## src/rtl/cpu_pkg.sv

```systemverilog
// Shared widths, ALU-op encodings and the control bundle used by the ID/EX pipeline register.
package cpu_pkg;
  localparam int unsigned REG_W  = 5;
  localparam int unsigned DATA_W = 32;

  typedef enum logic [1:0] {
    ALU_ADD    = 2'd0,
    ALU_SUB    = 2'd1,
    ALU_R_TYPE = 2'd2
  } alu_op_e;

  typedef struct packed {
    logic [1:0] alu_op;
    logic       reg_dst;
    logic       branch;
    logic       mem_read;
    logic       mem_2_reg;
    logic       mem_write;
    logic       alu_src;
    logic       reg_write;
    logic       jump;
  } ctrl_t;

  // A bubble decodes as a harmless R-type with every side effect disabled.
  localparam ctrl_t BUBBLE_CTRL = ctrl_t'{ALU_R_TYPE, 1'b0, 1'b0, 1'b0, 1'b0,
                                          1'b0, 1'b0, 1'b0, 1'b0};
endpackage

```

## src/rtl/id_ex_stage_hazard_detect.sv

```systemverilog
// Load-use hazard detection: a load in EX whose destination is read by the instruction in ID.
module hazard_detect
  import cpu_pkg::*;
(
  input  logic             valid_ex,
  input  logic             mem_read_ex,
  input  logic [REG_W-1:0] rt_ex,
  input  logic [REG_W-1:0] rs_id,
  input  logic [REG_W-1:0] rt_id,
  output logic             stall_req
);
  always_comb begin
    stall_req = valid_ex & mem_read_ex & (rt_ex != '0) &
                ((rt_ex == rs_id) | (rt_ex == rt_id));
  end
endmodule

```

## src/rtl/id_ex_stage.sv

```systemverilog
// ID/EX pipeline register with bubble insertion on load-use hazards and a saturating bubble counter.
module id_ex_stage
  import cpu_pkg::*;
#(
  parameter logic [15:0] STALL_CNT_RESET = '0
) (
  input  logic        clk,
  input  logic        rst,
  input  logic        en,
  input  logic        flush,
  input  logic [1:0]  alu_op,
  input  logic        reg_dst,
  input  logic        branch,
  input  logic        mem_read,
  input  logic        mem_2_reg,
  input  logic        mem_write,
  input  logic        alu_src,
  input  logic        reg_write,
  input  logic        jump,
  input  logic [4:0]  rs_id,
  input  logic [4:0]  rt_id,
  input  logic [4:0]  rd_id,
  input  logic [31:0] data1_id,
  input  logic [31:0] data2_id,
  input  logic [31:0] imm_id,
  input  logic [31:0] pc_id,
  input  logic [5:0]  funct_id,
  output logic [1:0]  alu_op_ex,
  output logic        reg_dst_ex,
  output logic        branch_ex,
  output logic        mem_read_ex,
  output logic        mem_2_reg_ex,
  output logic        mem_write_ex,
  output logic        alu_src_ex,
  output logic        reg_write_ex,
  output logic        jump_ex,
  output logic [4:0]  rs_ex,
  output logic [4:0]  rt_ex,
  output logic [4:0]  rd_ex,
  output logic [31:0] data1_ex,
  output logic [31:0] data2_ex,
  output logic [31:0] imm_ex,
  output logic [31:0] pc_ex,
  output logic [5:0]  funct_ex,
  output logic        valid_ex,
  output logic [4:0]  wr_addr_ex,
  output logic        stall_req,
  output logic [15:0] stall_cnt
);
  ctrl_t             ctrl_q;
  ctrl_t             ctrl_id;
  logic [REG_W-1:0]  rs_q, rt_q, rd_q;
  logic [DATA_W-1:0] data1_q, data2_q, imm_q, pc_q;
  logic [5:0]        funct_q;
  logic              valid_q;
  logic [15:0]       cnt_q;

  assign ctrl_id = ctrl_t'{alu_op, reg_dst, branch, mem_read, mem_2_reg,
                           mem_write, alu_src, reg_write, jump};

  hazard_detect u_hazard (
    .valid_ex    (valid_q),
    .mem_read_ex (ctrl_q.mem_read),
    .rt_ex       (rt_q),
    .rs_id       (rs_id),
    .rt_id       (rt_id),
    .stall_req   (stall_req)
  );

  // Bubbles only rewrite control and valid; data/address fields keep their last values.
  always_ff @(posedge clk) begin
    if (rst) begin
      ctrl_q  <= BUBBLE_CTRL;
      valid_q <= 1'b0;
      rs_q    <= '0;
      rt_q    <= '0;
      rd_q    <= '0;
      data1_q <= '0;
      data2_q <= '0;
      imm_q   <= '0;
      pc_q    <= '0;
      funct_q <= '0;
      cnt_q   <= STALL_CNT_RESET;
    end else if (flush) begin
      ctrl_q  <= BUBBLE_CTRL;
      valid_q <= 1'b0;
    end else if (en && stall_req) begin
      ctrl_q  <= BUBBLE_CTRL;
      valid_q <= 1'b0;
      if (cnt_q != '1) cnt_q <= cnt_q + 16'd1;
    end else if (en) begin
      ctrl_q  <= ctrl_id;
      valid_q <= 1'b1;
      rs_q    <= rs_id;
      rt_q    <= rt_id;
      rd_q    <= rd_id;
      data1_q <= data1_id;
      data2_q <= data2_id;
      imm_q   <= imm_id;
      pc_q    <= pc_id;
      funct_q <= funct_id;
    end
  end

  assign alu_op_ex    = ctrl_q.alu_op;
  assign reg_dst_ex   = ctrl_q.reg_dst;
  assign branch_ex    = ctrl_q.branch;
  assign mem_read_ex  = ctrl_q.mem_read;
  assign mem_2_reg_ex = ctrl_q.mem_2_reg;
  assign mem_write_ex = ctrl_q.mem_write;
  assign alu_src_ex   = ctrl_q.alu_src;
  assign reg_write_ex = ctrl_q.reg_write;
  assign jump_ex      = ctrl_q.jump;
  assign rs_ex        = rs_q;
  assign rt_ex        = rt_q;
  assign rd_ex        = rd_q;
  assign data1_ex     = data1_q;
  assign data2_ex     = data2_q;
  assign imm_ex       = imm_q;
  assign pc_ex        = pc_q;
  assign funct_ex     = funct_q;
  assign valid_ex     = valid_q;
  assign stall_cnt    = cnt_q;
  assign wr_addr_ex   = ctrl_q.reg_dst ? rd_q : rt_q;
endmodule

```

## config.mk

```make
export PLATFORM = sky130hd
export DESIGN_NAME = id_ex_stage
export DESIGN_NICKNAME = d
export VERILOG_FILES = /design/src/rtl/cpu_pkg.sv /design/src/rtl/id_ex_stage_hazard_detect.sv /design/src/rtl/id_ex_stage.sv
export SDC_FILE = /design/constraint.sdc
export NUM_CORES = 1
export LEC_CHECK = 0
export CAP_MARGIN = 0
export CORE_UTILIZATION = 30
export DETAILED_ROUTE_END_ITERATION = 8
export PLACE_DENSITY = 0.57
export SLEW_MARGIN = 5
export SYNTH_ARGS = -nofsm -noshare
export SYNTH_HDL_FRONTEND = slang
export SYNTH_SLANG_ARGS = --single-unit
```

## constraint.sdc

```tcl
create_clock -name clk -period 6.45 [get_ports clk]
set_input_delay 0.9675 -clock clk [delete_from_list [all_inputs] [get_ports clk]]
set_output_delay 0.9675 -clock clk [all_outputs]
set_load 0.005 [all_outputs]
```

=== Word level (Yosys, flattened, before mapping) ===
Cells that the tools add are included.

* Register bits: 176
* Bits of input ports: 163
* Output and inout bits: 182

* Add/subtract/negate cells: 1
* Equality and inequality tests: 3
* Muxes and demuxes: 1
* Bitwise gates (word level): 6
* Reduce and logical (&&, ||, !) cells: 5

{| class="wikitable"
|+ Operators with widths
! operator !! number
|-
| $add 16x1->16 const B || 1
|-
| $ne 16x16->1 const B || 1
|-
| $eq 5x5->1 || 2
|-
| $reduce_and 3->1 || 2
|-
| $mux 5 || 1
|-
| $reduce_bool 5->1 || 1
|-
| $and 1x1->1 || 3
|-
| $reduce_or 3->1 || 1
|-
| $not 1->1 || 2
|-
| $logic_and 1x1->1 || 1
|-
| $or 1x1->1 || 1
|}

=== Longest topological paths before layout ===
* Word-level depth: 6
* Depth in mapped cells: 8
* Gate-level depth less buffers: 5

=== Hierarchy ===
From an unflattened synthesis, not the netlist that was laid out.

* Cell total of the unflattened synthesis: 811
* Area, all modules: 6,538.8 um^2

{| class="wikitable"
|+ Modules (own cells, without submodules)
! module !! instances !! cells each !! area each (um^2) !! sequential area each (um^2)
|-
| id_ex_stage || 1 || 794 || 6,406.1 || 3,523.4
|-
| hazard_detect || 1 || 17 || 132.6 || 0.0
|}

=== Least setup slack after synthesis ===
No wires, ideal clock.

* Path type: in2out
* Start: input port rs_id[3]
* End: output port stall_req
* Data arrival time: 1.911 ns
* Path slack: 3.572 ns
* Stages: 5
* Cells stage by stage: xnor2_1 > nand3_1 > o22ai_2 > clkbuf_1 > and2_1

* Word-level cells in the longest chain between the ends: 3

{| class="wikitable"
|+ RTL lines
! element !! RTL line !! text
|-
| start: declaration || id_ex_stage.sv:20 || <nowiki>input logic [4:0] rs_id,</nowiki>
|-
| $eq 5x5->1 || id_ex_stage_hazard_detect.sv:14 || <nowiki>((rt_ex == rs_id) | (rt_ex == rt_id));</nowiki>
|-
| $or 1x1->1 || id_ex_stage_hazard_detect.sv:14 ||
|-
| $and 1x1->1 || id_ex_stage_hazard_detect.sv:13 || <nowiki>stall_req = valid_ex & mem_read_ex & (rt_ex != '0) &</nowiki>
|-
| end: declaration || id_ex_stage.sv:47 || <nowiki>output logic stall_req,</nowiki>
|}

Every way passes these cells.

=== Worst setup path in the final report ===
* Start: input port rs_id[4]
* End: output port stall_req

Same word-level chain as after synthesis.

==> flow_summary.yaml <==
grt:
  grt_overflow: 0
  grt_max_degree: 230
  grt_pass1_wl_mm: 55.03
  grt_usage_pct: 19.16
  grt_pass1_vias: 9760
  grt_antenna_before_repair: 0
routing:
  num_vias: 10280
  ant_nets: 0
  via_per_inst: 5.424
  wl_per_cell_um: 18.37
  drtPass1Iterations: 5
  drt_iter0_markers: 601
  drt_wl_total_mm: 34.81
  route.detailed.drc: 0
synthesis:
  yosysWarnings: 0
  ys_seq_area_share_pct: 34.11
  netlist.area_leader.share_pct: 34.11
  synth_commonest_cells: "and3_1, dfxtp_1, nand2_1"
  async_flop_share_pct: 0
  synthCells: 1201
  synth_area_leader_cell: "dfxtp_1"
  avgSynthCellArea_um2: 8.600
  synth_ff_type: "dfxtp_1"
  synth_fp_nets: 1365
  synth.distinct_cells: 41
  synth_edf_count: 0
  synth-seq-cells: 176
  syn-cell-area_um2: 10330
  synth_most_common_cell: "and3_1"
  synth_area_leaders: "dfxtp_1, and3_1, mux2i_1"
clock_network:
  clk_path_buf_depth: 2
  hold_buffers: 0
  clock_latency_ns: 0.45
  cts_resized: 0
  cts_inserted_buffers: 17
  cts_tree: "done"
  htree_levels: 4
  post_cts_buffers: 0
  path_clk_slew_ns: 0.07
  cts-root-buf: "clkbuf_16"
  clock_sinks: 176
timing:
  post-route-period-util_pct: 61.31
  finalCriticalPeriod_ns: 3.955
  max_slew_margin_pct: 29.09
  tns_ns: 0
  fmax_ghz: 0.2529
  worst_slew_pin_slew_ns: 1.064
  hold_viol_final: 0
  fin_skew_ns: 0.01297
  setup_viol: 0
  slew_violations: 0
  rsz0062_at_grt: "no"
placement:
  portBuffers: 344
  dpl.hpwl_mm: 21.16
  dpl_cell_area_um2: 13900
  gp_congestion: 0.8115
power:
  power_density_nw_per_um2: 203.1
  p_leak_nw: 6.469
  ir_drop_mv: 0.1834
worst_setup_path:
  slowest_stage: "clkdlybuf4s50_1"
  startpoint_type: "input port"
  path_common_cell: "clkdlybuf4s50_1"
  arrival_ns: 2.99
  max_stage_delay_ns: 0.55
  setup.worst_path.end_class: "output pin"
  critical_path_required_ns: 5.48
  critPathBufInv: 2
  critPathTopFamily: "buffers and inverters"
  path_cells: "clkdlybuf4s50_1, xnor2_1, nand3_1, o22ai_4, and2_1, clkdlybuf4s50_1"
  cp_max_fo: 10
  worstSetupPathType: "in -> out"
die:
  die_y_um: 187.6
  io_pins: 345
  die_area_um2: 35180
  die_w_um: 187.6
  start_util_pct: 30.65
  rows: 67
  core-area_um2: 33700
layout:
  final_net_count: 1598
  antenna_cells: 0
  area_growth_pct: 40.48
  drive_gt1_share_pct: 4.768
  fin_area_um2: 14510
min_path:
  min_path_type: "reg -> reg"
outcome:
  status: "complete, no violations"
job:
  cap_violations: 0
==> sequential cells by signal, indices dropped and copies added (netlist names) <==
name and count:
alu_op_ex 2, alu_src_ex 1, branch_ex 1, data1_ex 32
data2_ex 32, funct_ex 6, imm_ex 32, jump_ex 1
mem_2_reg_ex 1, mem_read_ex 1, mem_write_ex 1, pc_ex 32
rd_ex 5, reg_dst_ex 1, reg_write_ex 1, rs_ex 5
rt_ex 5, stall_cnt 16, valid_ex 1
==> metal layers <==
layer	routed length (um)	vias to the layer above	track usage [%]	share of wire (%)
met5	0	-	0	0
met4	580	0	5.535	1.7
met3	2898	31	6.476	8.3
met2	15430	308	29.17	44
met1	15900	4936	25.51	46
li1	-	5004	-	-
==> final timing paths <==
path | from | to | slack (ns) | cells after the start
setup / recovery | rs_id[4] | stall_req | 2.50 | 6
setup reg to reg | rt_ex[3] | imm_ex[18] | 2.98 | 7
hold / removal | mem_write_ex | mem_write_ex | 0.48 | 1
hold reg to reg | mem_write_ex | mem_write_ex | 0.48 | 1
==> cell usage in the layout, fill, tap and decap left out, types with 2 or more instances in the layout <==
| master | synthesis | final |
|---|---|---|
| nor2_1 | 18 | 18 |
| mux2_2 | 16 | 16 |
| bufinv_16 | 0 | 3 |
| clkinv_4 | 0 | 3 |
| and3_1 | 300 | 300 |
| clkdlybuf4s50_1 | 0 | 344 |
| a31o_2 | 2 | 2 |
| nor2b_1 | 12 | 11 |
| nor3_1 | 4 | 4 |
| nand4_1 | 8 | 8 |
| nand2_1 | 162 | 162 |
| buf_4 | 0 | 11 |
| mux2i_1 | 150 | 150 |
| nor4_1 | 3 | 3 |
| clkbuf_16 | 0 | 17 |
| xnor2_1 | 10 | 10 |
| clkinv_2 | 0 | 3 |
| clkbuf_8 | 0 | 3 |
| nand3_1 | 8 | 8 |
| a32oi_1 | 149 | 149 |
| inv_1 | 2 | 2 |
| nor4b_1 | 4 | 4 |
| clkbuf_1 | 115 | 3 |
| dfxtp_1 | 176 | 176 |
| a31oi_1 | 2 | 2 |
| nor3b_1 | 6 | 6 |
| a21oi_1 | 2 | 2 |
| a22o_1 | 9 | 9 |
==> power by group <==
part	switching, mW	internal (mW)
logic	0.248	0.343
registers	0.0704	1.17
clock network	0.470	0.642
==> stage by stage <==
step / cells / hold slack, ns / util [%] / power [mW] / worst slack [ns]
4_1_cts: 1895 / 0.4818 / 43.06 / 2.983 / 2.488
6_report: 1895 / 0.4800 / 43.06 / 2.947 / 2.495
5_1_grt: 1895 / 0.5017 / 43.06 / 3.092 / 2.399
3_3_place_gp: 1863 / 0.4594 / 41.25 / 1.853 / 2.176
3_5_place_dp: 1863 / 0.4598 / 41.25 / 1.859 / 2.116
2_1_floorplan: 1201 / 0.4663 / - / 1.508 / 3.572
==> kinds of logic (layout without fill, tap and decap cells) <==
group	Yosys count	after routing	synth area share, %
AOI/OAI and AO/OA	173	173	15.02
xor gates and xnor gates	10	10	0.8479
adders and majority gates	1	1	0.1211
buffers and inverters	145	391	5.730
DFF	176	176	34.11
muxes	167	167	16.39
and+or+nand+nor	529	529	27.78
==> worst register-to-register path, cell delays in order (launching register included) <==
cell	delay (ns)
dfxtp_1	0.59
xnor2_1	0.17
nand3_1	0.14
o22ai_4	0.43
buf_4	0.70
buf_4	0.91
mux2i_1	0.34
nand2_1	0.06
==> final cells by class <==
| type | count | area (um2) |
|---|---|---|
| inverters | 3 | 18.77 |
| well taps | 448 | 560.5 |
| clock inverters | 9 | 131.4 |
| flip-flops and latches | 176 | 3523 |
| fillers | 3346 | 19190 |
| clock buffers | 23 | 478.0 |
| multi-input cells | 880 | 6252 |
| repair buffers | 356 | 3546 |
Note: power is estimated with default switching activity, not from simulation.
